--- config.mk ---
export PLATFORM = sky130hd
export DESIGN_NAME = film_advance_seq
export DESIGN_NICKNAME = d
export VERILOG_FILES = /design/src/rtl/film_advance_seq.sv
export SDC_FILE = /design/constraint.sdc
export NUM_CORES = 1
export LEC_CHECK = 0
export BUFFER_PORTS_ARGS = -buffer_cell sky130_fd_sc_hd__clkbuf_2
export CORE_ASPECT_RATIO = 0.5
export CORE_MARGIN = 2
export CORE_UTILIZATION = 40
export DETAILED_ROUTE_END_ITERATION = 6
export PLACE_DENSITY = 0.68
export SETUP_SLACK_MARGIN = 0.4
export SYNTH_ARGS = -nofsm -noshare
export SYNTH_HDL_FRONTEND = slang
export SYNTH_SLANG_ARGS = --single-unit
export TNS_END_PERCENT = 20
--- constraint.sdc ---
create_clock -name clk_100MHz -period 21.7 [get_ports clk_100MHz]
set_clock_uncertainty 0.1 [all_clocks]
set_input_delay 2.17 -clock clk_100MHz [delete_from_list [all_inputs] [get_ports clk_100MHz]]
set_output_delay 2.17 -clock clk_100MHz [all_outputs]
set_load 0.01 [all_outputs]
--- src/rtl/film_advance_seq.sv ---
// film_advance_seq
// Motion sequencer that drives the stepper motor_control stage. Accepts a
// counted move or a home seek, shapes a trapezoidal (or triangular) speed
// profile through the motor_control divisor, counts the step edges that
// motor_control actually issues, and ends the motion on step count, home
// sensor, driver fault or home-seek timeout.
//
// Ports
//   clk_100MHz   in   system clock
//   rst          in   synchronous active-high reset
//   cmd_valid    in   command offered
//   cmd_ready    out  high only while idle; accept = cmd_valid && cmd_ready
//   cmd_home     in   1 = home seek, 0 = counted move
//   cmd_steps    in   [23:0] step count for a counted move
//   mtr_en       out  motor_control enable
//   mtr_div      out  [7:0] motor_control speed divisor (larger = slower)
//   mtr_step_fb  in   motor_control step output (synchronous)
//   mtr_nhome    in   home sensor, active low, asynchronous
//   mtr_nflt     in   driver fault, active low, asynchronous
//   busy         out  high whenever not idle
//   done         out  one-cycle completion pulse (success or error)
//   err          out  high while err_code != 0
//   err_code     out  [1:0] 0 none, 1 driver fault, 2 home timeout
//   steps_done   out  [23:0] step edges counted for the current/last command
module film_advance_seq #(
  parameter logic [7:0]  DIV_START   = 8'd40,
  parameter logic [7:0]  DIV_RUN     = 8'd4,
  parameter int          RAMP_STEPS  = 16,
  parameter logic [23:0] HOME_MAX    = 24'd200000,
  parameter int          SYNC_STAGES = 2
) (
  input  logic        clk_100MHz,
  input  logic        rst,
  input  logic        cmd_valid,
  output logic        cmd_ready,
  input  logic        cmd_home,
  input  logic [23:0] cmd_steps,
  output logic        mtr_en,
  output logic [7:0]  mtr_div,
  input  logic        mtr_step_fb,
  input  logic        mtr_nhome,
  input  logic        mtr_nflt,
  output logic        busy,
  output logic        done,
  output logic        err,
  output logic [1:0]  err_code,
  output logic [23:0] steps_done
);

  typedef enum logic [2:0] {
    S_IDLE, S_ACCEL, S_CRUISE, S_DECEL, S_HOME, S_FINISH
  } state_t;

  localparam logic [15:0] RAMP_LAST = 16'(RAMP_STEPS - 1);

  state_t state_q, state_d;

  logic [SYNC_STAGES-1:0] nhome_sync_q, nflt_sync_q;
  logic        step_prev_q;
  logic [23:0] target_q, target_d;
  logic [23:0] accel_steps_q, accel_steps_d;
  logic [23:0] steps_done_q, steps_done_d;
  logic [15:0] ramp_cnt_q, ramp_cnt_d;
  logic        mtr_en_q, mtr_en_d;
  logic [7:0]  mtr_div_q, mtr_div_d;
  logic        cmd_ready_q, cmd_ready_d;
  logic        busy_q, busy_d;
  logic        done_q, done_d;
  logic        err_q, err_d;
  logic [1:0]  err_code_q, err_code_d;

  // Derived per-cycle conditions shared by the next-state and output logic
  logic        home_n, flt_n, accept, step_evt, ramp_wrap, moving, fault_stop;
  logic        target_hit, home_limit, run_reached;
  logic        decel_from_accel, decel_from_cruise;
  logic [23:0] steps_inc, remain_after;
  logic [7:0]  div_dec;

  assign home_n   = nhome_sync_q[SYNC_STAGES-1];
  assign flt_n    = nflt_sync_q[SYNC_STAGES-1];
  assign accept   = cmd_valid && cmd_ready_q;
  // Only edges issued while we are enabling the motor belong to this command
  assign step_evt = mtr_en_q && mtr_step_fb && !step_prev_q;
  assign steps_inc = (steps_done_q == 24'hFFFFFF) ? steps_done_q : steps_done_q + 24'd1;
  // Steps still to go once the edge arriving this cycle is counted
  assign remain_after = (steps_inc >= target_q) ? 24'd0 : target_q - steps_inc;
  assign ramp_wrap  = (ramp_cnt_q >= RAMP_LAST);
  assign div_dec    = mtr_div_q - 8'd1;
  assign target_hit = (steps_done_q >= target_q);
  assign home_limit = (steps_done_q >= HOME_MAX);
  assign moving     = (state_q == S_ACCEL) || (state_q == S_CRUISE) ||
                      (state_q == S_DECEL) || (state_q == S_HOME);
  assign fault_stop = moving && !flt_n;
  // The accel step itself counts toward the decel distance, hence +1
  assign decel_from_accel  = step_evt && (remain_after <= accel_steps_q + 24'd1);
  assign decel_from_cruise = step_evt && (remain_after <= accel_steps_q);
  assign run_reached = (mtr_div_q <= DIV_RUN) ||
                       (step_evt && ramp_wrap && (div_dec <= DIV_RUN));

  // Sensor synchronisers, idle high (inactive)
  always_ff @(posedge clk_100MHz) begin
    if (rst) begin
      nhome_sync_q <= '1;
      nflt_sync_q  <= '1;
    end else begin
      nhome_sync_q[0] <= mtr_nhome;
      nflt_sync_q[0]  <= mtr_nflt;
      for (int i = 1; i < SYNC_STAGES; i++) begin
        nhome_sync_q[i] <= nhome_sync_q[i-1];
        nflt_sync_q[i]  <= nflt_sync_q[i-1];
      end
    end
  end

  // State and datapath registers
  always_ff @(posedge clk_100MHz) begin
    if (rst) begin
      state_q       <= S_IDLE;
      step_prev_q   <= 1'b0;
      target_q      <= '0;
      accel_steps_q <= '0;
      steps_done_q  <= '0;
      ramp_cnt_q    <= '0;
      mtr_en_q      <= 1'b0;
      mtr_div_q     <= DIV_START;
      cmd_ready_q   <= 1'b1;
      busy_q        <= 1'b0;
      done_q        <= 1'b0;
      err_q         <= 1'b0;
      err_code_q    <= 2'd0;
    end else begin
      state_q       <= state_d;
      step_prev_q   <= mtr_step_fb;
      target_q      <= target_d;
      accel_steps_q <= accel_steps_d;
      steps_done_q  <= steps_done_d;
      ramp_cnt_q    <= ramp_cnt_d;
      mtr_en_q      <= mtr_en_d;
      mtr_div_q     <= mtr_div_d;
      cmd_ready_q   <= cmd_ready_d;
      busy_q        <= busy_d;
      done_q        <= done_d;
      err_q         <= err_d;
      err_code_q    <= err_code_d;
    end
  end

  // Next-state logic; a fault outranks every other exit
  always_comb begin
    state_d = state_q;
    case (state_q)
      S_IDLE: begin
        if (accept) begin
          if (cmd_home)               state_d = S_HOME;
          else if (cmd_steps == 24'd0) state_d = S_FINISH;
          else                        state_d = S_ACCEL;
        end
      end
      S_ACCEL: begin
        if (fault_stop || target_hit) state_d = S_FINISH;
        else if (decel_from_accel)    state_d = S_DECEL;
        else if (run_reached)         state_d = S_CRUISE;
      end
      S_CRUISE: begin
        if (fault_stop || target_hit) state_d = S_FINISH;
        else if (decel_from_cruise)   state_d = S_DECEL;
      end
      S_DECEL: begin
        if (fault_stop || target_hit) state_d = S_FINISH;
      end
      S_HOME: begin
        if (fault_stop || !home_n || home_limit) state_d = S_FINISH;
      end
      S_FINISH: state_d = S_IDLE;
      default:  state_d = S_IDLE;
    endcase
  end

  // Output and datapath next values
  always_comb begin
    target_d      = target_q;
    accel_steps_d = accel_steps_q;
    steps_done_d  = steps_done_q;
    ramp_cnt_d    = ramp_cnt_q;
    mtr_div_d     = mtr_div_q;
    err_code_d    = err_code_q;

    if (state_q == S_IDLE && accept) begin
      target_d      = cmd_steps;
      accel_steps_d = '0;
      steps_done_d  = '0;
      ramp_cnt_d    = '0;
      err_code_d    = 2'd0;
    end else if (step_evt) begin
      steps_done_d = steps_inc;
    end

    case (state_q)
      S_ACCEL: begin
        if (step_evt) begin
          accel_steps_d = accel_steps_q + 24'd1;
          if (ramp_wrap) begin
            ramp_cnt_d = '0;
            if (mtr_div_q > DIV_RUN) mtr_div_d = div_dec;
          end else begin
            ramp_cnt_d = ramp_cnt_q + 16'd1;
          end
        end
      end
      S_DECEL: begin
        if (step_evt) begin
          if (ramp_wrap) begin
            ramp_cnt_d = '0;
            if (mtr_div_q < DIV_START) mtr_div_d = mtr_div_q + 8'd1;
          end else begin
            ramp_cnt_d = ramp_cnt_q + 16'd1;
          end
        end
      end
      default: ;
    endcase

    // The deceleration ramp measures its own RAMP_STEPS groups from entry
    if (state_d == S_DECEL && state_q != S_DECEL) ramp_cnt_d = '0;

    if (state_q == S_IDLE || state_d == S_IDLE || state_d == S_FINISH ||
        state_d == S_HOME)
      mtr_div_d = DIV_START;

    if (fault_stop)
      err_code_d = 2'd1;
    else if (state_q == S_HOME && home_n && home_limit)
      err_code_d = 2'd2;

    case (state_d)
      S_ACCEL, S_CRUISE, S_DECEL: mtr_en_d = 1'b1;
      // Starting a seek already at home must not issue any step
      S_HOME:  mtr_en_d = (state_q == S_IDLE) ? home_n : 1'b1;
      default: mtr_en_d = 1'b0;
    endcase

    cmd_ready_d = (state_d == S_IDLE);
    busy_d      = (state_d != S_IDLE);
    done_d      = (state_d == S_FINISH);
    err_d       = (err_code_d != 2'd0);
  end

  assign cmd_ready  = cmd_ready_q;
  assign mtr_en     = mtr_en_q;
  assign mtr_div    = mtr_div_q;
  assign busy       = busy_q;
  assign done       = done_q;
  assign err        = err_q;
  assign err_code   = err_code_q;
  assign steps_done = steps_done_q;

endmodule

==> impl_results.md <==
* Initial drt markers at 683
* Avg WL per Cell at 17.4 µm
* Mapped Cells at 1127
* Post-route insts no fill at 1450
* HPWL Detailed at 19800 µm
* Die height at 108 µm
* YS warnings at 0
* DRC viols at 0
* P_int at 0.482 mW
* Leakage at 3.76 nW
* Net count, final at 1305
* Critical path arrival at 8.40 ns
* PostCTS Resize Cnt at 0
* Core area at 20800 µm²
* Net Sw Frac at 41.4%
* Die W at 211 µm
* CTS tree: done
* Sw power at 0.340 mW
* Status: complete, no violations
* Crit share post-route at 38.0%
* Worst Hold Depth at 1
* Kind of critical path: register to register
* Worst Path Required at 21.86 ns
* Power per standard cell area at 86.9 nW/µm²
* Seq pwr share at 27.0%
* Most used DFF post-synth: dfxtp_1
* Syn nets at 1260
* Top cell type's share of synthesized area at 25.9%
* Reg2Reg Launch Point: steps_done[4]$_SDFFE_PP0P_
* CP max stage cell: or4_4
* #FFs+latches synth at 111
* First-pass GRT wire length at 40400 µm
* Worst Reg-to-Reg Cells at 29
* Drt pass-1 iters at 5
* Post-Route WL at 25200 µm
* Full die area at 22700 µm²
* Synth area leader: dfxtp_1
* CTS Sinks at 111
* Top cells by area, synth: dfxtp_1 (26%), ha_1 (15%), xnor2_1 (5.9%)
* Max cap viols at 0
* Synth unique cells at 66
* Post-Syn Area at 8580 µm²
* Skew-Pair Late Insertion Delay at 0.37 ns
* Worst Hold Class: register to register
* Crit. Startpoint: steps_done[4]$_SDFFE_PP0P_
* Top-count cell post-synth: nor2_1
* Final ANT Viol Nets at 0
* Clk root buf: clkbuf_16
* Gpl congestion at 0.921
* Hold path start: nflt_sync_q[0]$_SDFF_PP1_
* Unrepaired setup endpoints after global routing: false
* Inserted Diodes at 0
* Mean post-synth cell area at 7.61 µm²
* CTS Hold Bufs at 0
* Initial antenna violation count at 0
* Ports at 70
* Syn-to-layout area delta at 10.3%
* CTS clock-pin slew for the worst setup and hold paths at 0.08 ns
* Num CTS Buffers at 9
* Fill cells at 2020
* Largest net degree at the start of global routing at 42
* Peak VDD IR at 0.0000477 V
* Num rows at 37
* Max Slew Vio Count at 0
* Fmax at 0.121 GHz
* Total grt overflow at 0
* Cell count after placement at 1433
* Hold Vio Cnt, Final at 0
* Post-CTS setup buffers at 0
* Starting Density at 41.3%
* Async S/R FF share, synth at 0%
* Buffers added on ports at 69
* Combinational power share at 51.7%
* Top cells by instance count after synthesis: nor2_1 (124), dfxtp_1 (111), nand2_1 (102)
* Setup TNS at 0 ns
* Total number of vias at 8140
* Slew HR at 26.3%
* CTS H-tree depth at 3
* Min cycle time layout at 8.24 ns
* Post-synth EDFFs at 0
* Worst-path fanout max at 22
* Global Route Usage Sum at 22.7%
* Clock power share at 21.3%
* Avg Vias per Cell at 5.61
* Final setup fails at 0
* Worst setup EP type: register
* Layout Utilization at 45.5%
* Crit-path max cell delay at 0.65 ns
* Clock Tree Buf Depth at 2
* Worst setup SP type: register
* Most frequent CP cell: a21o_1
* Share of cells above drive strength 1 at 10.2%
* Slew at the pin with the worst max-slew slack at 1.11 ns
* Vias in the first global route at 7828
* Min Hold Slack at 0.312 ns
* Sequential fraction of the synthesis area at 25.9%
* Overall power at 0.822 mW
critical path: cells and delay by family, from the launching register on:
| family | cells | cell delay (ns) |
|---|---|---|
| AO/OA/AOI/OAI | 15 | 3.44 |
| flip-flops | 1 | 0.55 |
| XOR/XNOR | 1 | 0.25 |
| adder cells (fa/ha/maj) | 2 | 0.69 |
| AND/OR/NAND/NOR | 11 | 3.11 |
placed cells by master (no fill, tap or decap), types with 6 or more instances in the layout:
master,n
o211ai_1,7
o21ai_0,59
nand3_1,46
o21a_1,12
and3_1,20
a21oi_1,94
a221oi_1,6
a21o_1,27
xor2_1,30
nor2_1,124
nand2b_1,13
nand2_1,102
nand4_1,20
a211oi_1,7
nor2b_1,13
ha_1,101
nor3_1,33
dfxtp_1,111
buf_4,7
xnor2_1,58
or3_1,10
clkbuf_2,70
a31oi_1,9
inv_1,68
clkbuf_16,9
and4_1,8
or2_2,9
and2_1,23
nor4_1,19
state kept, by name (all words and copies together) (netlist names), named ones only:
| signal | flops |
|---|---|
| busy | 1 |
| cmd_ready | 1 |
| mtr_en | 1 |
| done | 1 |
| err_code | 2 |
| mtr_div | 8 |
| nflt_sync_q | 2 |
| nhome_sync_q | 2 |
| accel_steps_q | 24 |
| ramp_cnt_q | 16 |
| target_q | 24 |
| steps_done | 22 |
| step_prev_q | 1 |
| state_q | 3 |
| err | 1 |
logic make-up (layout without fill, tap and decap cells):
kind of cell	after synthesis	in the layout	synth area share, %
buf+inv	111	161	4.91
flops	111	111	25.9
xor+xnor	88	88	8.98
compound gates	260	260	18.9
simple gates	452	452	25.9
fa+ha+maj	103	103	15.1
mux	2	2	0.248
area by class of cell:
type	count	area (µm²)	area share, %
Clock buffer	9	225	2.38
Clock inverter	7	77.6	0.820
Inverter	68	255	2.70
Tap cell	273	342	3.61
Sequential cell	111	2220	23.5
Timing Repair Buffer	77	403	4.26
Multi-Input combinational cell	905	5940	62.7
power groups by stage:
stage	sequential (mW)	combinational, mW	clock, mW
2_1_floorplan	0.224	0.319	0
4_1_cts	0.221	0.421	0.179
3_5_place_dp	0.226	0.417	0
3_3_place_gp	0.226	0.411	0
5_1_grt	0.223	0.484	0.185
6_report	0.222	0.426	0.175
worst paths after layout:
check	endpoint	slack, ns
worst max-delay path	mtr_div[3]$_SDFFE_PP1P_	13.46
worst min-delay path	nflt_sync_q[1]$_SDFF_PP1_	0.31
worst max register to register	mtr_div[3]$_SDFFE_PP1P_	13.46
worst min register to register	nflt_sync_q[1]$_SDFF_PP1_	0.31
per-stage QoR:
stage	setup WS (ns)	cell area (µm²)
2_1_floorplan	14.60	8580
3_3_place_gp	13.68	9150
3_5_place_dp	13.61	9150
4_1_cts	13.56	9460
5_1_grt	12.93	9460
6_report	13.46	9460
routing by layer:
layer  wire, µm  GRT usage [%]  vias up
met5          0              0        -
met4        571           6.94        0
met3       1530           5.08       39
met2      10800           35.9      235
met1      12300           30.8     3801
li1           -              -     4065
Note: power is estimated with default switching activity, not from simulation.
